==> config.mk <==
export PLATFORM = sky130hd
export DESIGN_NAME = id_stage
export DESIGN_NICKNAME = d
export VERILOG_FILES = /design/src/rtl/id_stage.sv
export SDC_FILE = /design/constraint.sdc
export NUM_CORES = 2
export LEC_CHECK = 0
export BUFFER_PORTS_ARGS = -buffer_cell sky130_fd_sc_hd__buf_4
export CAP_MARGIN = 20
export CORE_MARGIN = 2
export CORE_UTILIZATION = 35
export CTS_CLUSTER_DIAMETER = 50
export DETAILED_ROUTE_END_ITERATION = 8
export GPL_TIMING_DRIVEN = 0
export HOLD_SLACK_MARGIN = 0.08
export PLACE_DENSITY = 0.54
export SLEW_MARGIN = 20
export SYNTH_ARGS = -nofsm -noshare
export SYNTH_HDL_FRONTEND = slang
export SYNTH_SLANG_ARGS = --single-unit
==> constraint.sdc <==
create_clock -name clk -period 2.4 [get_ports clk]
set_input_delay 0.6 -clock clk [delete_from_list [all_inputs] [get_ports clk]]
set_output_delay 0.6 -clock clk [all_outputs]
set_load 0.03 [all_outputs]
==> src/rtl/id_stage.sv <==
// Instruction-decode stage: IF/ID latch, field decode, 32x32 register file with
// write-through bypass, and load-use hazard detection.
module id_stage #(
    parameter int PC_WIDTH = 6
) (
    input  logic                clk,
    input  logic                rst,
    input  logic [PC_WIDTH-1:0] PCnext_in,
    input  logic [31:0]         Instruction_in,
    input  logic                flush,
    input  logic                ex_MemRead,
    input  logic [4:0]          ex_rt,
    input  logic                wb_RegWrite,
    input  logic [4:0]          wb_rd,
    input  logic [31:0]         wb_data,
    output logic [PC_WIDTH-1:0] PCnext_out,
    output logic                valid,
    output logic [5:0]          opcode,
    output logic [5:0]          funct,
    output logic [4:0]          rs,
    output logic [4:0]          rt,
    output logic [4:0]          rd,
    output logic [31:0]         imm_ext,
    output logic [31:0]         rs_data,
    output logic [31:0]         rt_data,
    output logic                stall
);

    logic [31:0]         ir_q;
    logic [31:0]         ir_d;
    logic [PC_WIDTH-1:0] pc_q;
    logic [PC_WIDTH-1:0] pc_d;
    logic                valid_q;
    logic                valid_d;
    logic [31:0]         regs_q [32];
    logic                wb_en_s;
    logic                stall_s;

    // Register-field decode straight from the latched instruction.
    assign opcode  = ir_q[31:26];
    assign rs      = ir_q[25:21];
    assign rt      = ir_q[20:16];
    assign rd      = ir_q[15:11];
    assign funct   = ir_q[5:0];
    assign imm_ext = {{16{ir_q[15]}}, ir_q[15:0]};

    assign PCnext_out = pc_q;
    assign valid      = valid_q;
    assign stall      = stall_s;

    // Register 0 is hardwired, so a write aimed at it never enables.
    assign wb_en_s = wb_RegWrite & (wb_rd != 5'd0);

    // Load-use hazard: a bubble decodes to all-zero fields and never stalls.
    always_comb begin
        stall_s = 1'b0;
        if (valid_q && ex_MemRead && (ex_rt != 5'd0) &&
            ((ex_rt == ir_q[25:21]) || (ex_rt == ir_q[20:16]))) begin
            stall_s = 1'b1;
        end else begin
            stall_s = 1'b0;
        end
    end

    // IF/ID next-state: flush beats stall, stall beats load.
    always_comb begin
        ir_d    = ir_q;
        pc_d    = pc_q;
        valid_d = valid_q;
        if (flush) begin
            ir_d    = 32'd0;
            valid_d = 1'b0;
        end else if (stall_s) begin
            ir_d    = ir_q;
            pc_d    = pc_q;
            valid_d = valid_q;
        end else begin
            ir_d    = Instruction_in;
            pc_d    = PCnext_in;
            valid_d = 1'b1;
        end
    end

    // IF/ID latch registers.
    always_ff @(posedge clk or negedge rst) begin
        if (!rst) begin
            ir_q    <= 32'd0;
            pc_q    <= '0;
            valid_q <= 1'b0;
        end else begin
            ir_q    <= ir_d;
            pc_q    <= pc_d;
            valid_q <= valid_d;
        end
    end

    // Register file storage; entry 0 is never written and stays zero.
    always_ff @(posedge clk or negedge rst) begin
        if (!rst) begin
            for (int i = 0; i < 32; i++) begin
                regs_q[i] <= 32'd0;
            end
        end else if (wb_en_s) begin
            regs_q[wb_rd] <= wb_data;
        end
    end

    // Operand read with same-cycle write-through from write-back.
    always_comb begin
        rs_data = 32'd0;
        rt_data = 32'd0;
        if (wb_en_s && (wb_rd == ir_q[25:21])) begin
            rs_data = wb_data;
        end else if (ir_q[25:21] != 5'd0) begin
            rs_data = regs_q[ir_q[25:21]];
        end else begin
            rs_data = 32'd0;
        end
        if (wb_en_s && (wb_rd == ir_q[20:16])) begin
            rt_data = wb_data;
        end else if (ir_q[20:16] != 5'd0) begin
            rt_data = regs_q[ir_q[20:16]];
        end else begin
            rt_data = 32'd0;
        end
    end

endmodule

==> impl_metrics.py <==
metrics = {
    "route": {
        "wl_um": 253000,
        "wl_per_cell_um": 35.2,
        "routed_via_density": 6.08,
        "drcViolationCount": 0,
        "antenna_left": 0,
        "first_pass_iters": 5,
        "dr.first_iter.drc_count": 4923,
        "vias": 43576,
    },
    "status": {
        "status": "finished with violations",
        "violations": "setup timing",
    },
    "worst_setup_path": {
        "critPathRequiredTime_ns": 1.80,
        "path_cells": "buf_12 -> buf_12 -> clkbuf_16 -> buf_12 -> clkbuf_16 -> mux4_2 -> o22ai_2 -> nor2_1 -> a32o_2 -> buf_6",
        "critPathSlowestCell": "dfrtp_4",
        "cp-end-kind": "output port",
        "max_stage_delay_ns": 0.54,
        "crit_arrival_ns": 3.55,
        "path_class": "register to output port",
        "cp_common_cell": "buf_12",
        "critPathMaxFanout": 7,
        "start_kind": "register",
    },
    "synthesis": {
        "synth-edff-count": 0,
        "seq_area_frac_synth": 0.462,
        "ys_warn_count": 0,
        "synth_nets": 4433,
        "async_reset_ff_frac": 1.00,
        "synth_seq_cells": 1063,
        "syn_inst": 4348,
        "syn_avg_cell_area_um2": 13.2,
        "ys_dominant_reg_cell": "dfrtp_1",
        "synth_area_um2": 57500,
        "netlist-cell-type-count": 44,
    },
    "sta": {
        "timing.slew.headroom": 0.193,
        "worst_slew_pin_slew_ns": 1.21,
        "rsz0062_at_grt": "true",
        "setup_viol_count_final": 147,
        "hold_viol": 0,
        "fmax_mhz": 241,
        "report.final.slew_viol_count": 0,
        "period_minus_slack_ns": 4.15,
        "setup_tns_ns": -112.64,
        "setup_slack_ns": -1.75,
        "timing.final.crit_share": 1.73,
        "skew_ns": 0.0206,
    },
    "global_route": {
        "grt_use_total": 0.288,
        "grt_pass1_wl_um": 339000,
        "gr-total-overflow": 0,
        "grt_pass1_vias": 43046,
        "antenna_found_initial": 16,
        "grt_max_degree": 145,
    },
    "clock_network": {
        "clockBufferDepth": 3,
        "htreeDepth": 4,
        "cts_made_buffers": 146,
        "clk_latency_ns": 0.80,
        "cts_root_buf": "clkbuf_16",
        "clk_pin_slew_ns": 0.06,
        "cts_tree": "yes",
        "cts_num_sinks": 1063,
    },
    "floorplan": {
        "start_util": 0.353,
        "die_x_um": 409,
        "die_h_um": 409,
        "fp-row-count": 148,
        "core_area_um2": 163000,
        "io_pins": 216,
        "die-area_um2": 168000,
    },
    "final_layout": {
        "multiInputGateArea_um2": 30500,
        "layout-drive-gt1-share": 0.500,
        "fill_cells": 14938,
        "final_common_cell": "dfrtp_1",
        "syn_to_final_growth_pct": 27.3,
        "area.sequential_um2": 26600,
        "final_cell_mix": "dfrtp_1 (1056), mux2_2 (1030), mux2i_1 (522)",
        "nNetsFinal": 4956,
    },
    "power": {
        "leakage_nw": 31.3,
        "cellPowerDensity_nw_per_um2": 841,
        "ir_worst_vdd_mv": 0.858,
        "power_mw": 61.6,
    },
    "placed_design": {
        "gp_congestion": 0.993,
        "dpl.hpwl_um": 179000,
        "post-place-ws_ns": -2.61,
        "numPortBuffers": 210,
    },
    "worst_hold_path": {
        "hold_class": "input pin to register",
    },
    "flow_run": {
        "maxCapViolations": 0,
    },
}
[flip-flops by register name (all words and copies together), names as in the netlist]
signal / cells
PCnext_out: 6
ir_q: 32
regs_q: 1024
valid: 1
[where the power goes]
part	switching (mW)	internal (mW)	leakage, nW
combinational	7.30	7.32	15.2
sequential	2.60	21.3	13.6
clock	9.06	14.0	2.47
[critical path: cells and delay by family, from the launching register on]
family,cells,cell delay [ns]
AO/OA/AOI/OAI,2,0.61
flip-flops,1,0.54
buffers and inverters,6,0.99
AND/OR/NAND/NOR,1,0.07
multiplexers,1,0.51
[area by class of cell]
class                      instances  area share
timing repair buffer             384      0.0594
antenna                            7    0.000239
tap                             2175      0.0372
clock inverter                    76      0.0140
inverter                           3    0.000256
buffer                           495      0.0534
clock buffer                     187      0.0552
multi-input combinational       2778       0.417
sequential                      1063       0.363
[path summary, 6_finish.rpt]
check                      cells past startpoint  slack [ns]     endpoint          startpoint
setup / recovery                              10       -1.75  rt_data[11]            ir_q[16]
hold / removal                                 3        0.11     ir_q[26]  Instruction_in[26]
setup reg to reg                               8        0.02     ir_q[19]            ir_q[16]
hold reg to reg                                1        0.48  regs_q[992]         regs_q[992]
max in group asynchronous                      6        0.12  regs_q[922]                 rst
min in group asynchronous                      3        0.50  regs_q[106]                 rst
[cells in the mapped netlist (3+ instances only)]
master | count | area, um^2
buf_2 | 139 | 696
o22ai_1 | 52 | 325
nor3b_1 | 4 | 30.0
a221oi_1 | 24 | 210
buf_1 | 53 | 199
mux4_2 | 245 | 5520
dfrtp_1 | 1063 | 26600
clkbuf_1 | 247 | 927
a22o_1 | 24 | 210
a22oi_1 | 157 | 1180
o211ai_1 | 12 | 90.1
nand3_1 | 118 | 591
o21ai_0 | 32 | 160
nand4_1 | 11 | 68.8
buf_6 | 14 | 158
and2_1 | 3 | 18.8
o21ai_1 | 12 | 60.1
nand3b_1 | 7 | 52.6
nor3_1 | 4 | 20.0
nor2_1 | 76 | 285
mux4_1 | 11 | 289
mux2i_1 | 523 | 5240
xnor2_1 | 20 | 175
nand2b_1 | 4 | 25.0
buf_4 | 51 | 383
mux2_2 | 1062 | 12000
nor2b_1 | 8 | 50.1
nand2_1 | 143 | 537
a32o_1 | 52 | 521
o221ai_1 | 12 | 105
a21oi_1 | 149 | 746
[timing repair]
| action | in CTS | in global routing |
|---|---|---|
| cloned | 2 | 19 |
| endpoints found under the hold margin | 274 | 0 |
| resized for setup | 487 | 408 |
| setup endpoints to repair | 141 | 602 |
| buffers inserted | 35 | 80 |
| pin swaps | 32 | 127 |
| hold buffers | 31 | 0 |
[metrics by stage]
step | hold WS, ns | utilization | instance area [um^2] | std cells
2_1_floorplan | 0.304 | - | 57900 | 4348
3_3_place_gp | 0.453 | 0.382 | 62200 | 6733
3_5_place_dp | 0.432 | 0.384 | 62500 | 6743
4_1_cts | 0.0813 | 0.431 | 70200 | 7069
5_1_grt | 0.0975 | 0.449 | 73200 | 7163
6_report | 0.108 | 0.449 | 73200 | 7168
[layer usage]
layer,up-vias,share of wire,GRT usage
met5,-,0.00089,0.00316
met4,16,0.052,0.134
met3,519,0.11,0.0958
met2,2308,0.43,0.422
met1,23206,0.41,0.382
li1,17527,-,-
[kinds of logic after synthesis]
family,after synthesis,share of synthesized area
multiplexers,1841,0.400
flip-flops,1063,0.462
AO/OA/AOI/OAI,533,0.0637
buffers and inverters,507,0.0413
AND/OR/NAND/NOR,384,0.0298
XOR/XNOR,20,0.00304
No activity file was read; power rests on OpenSTA's default activity.
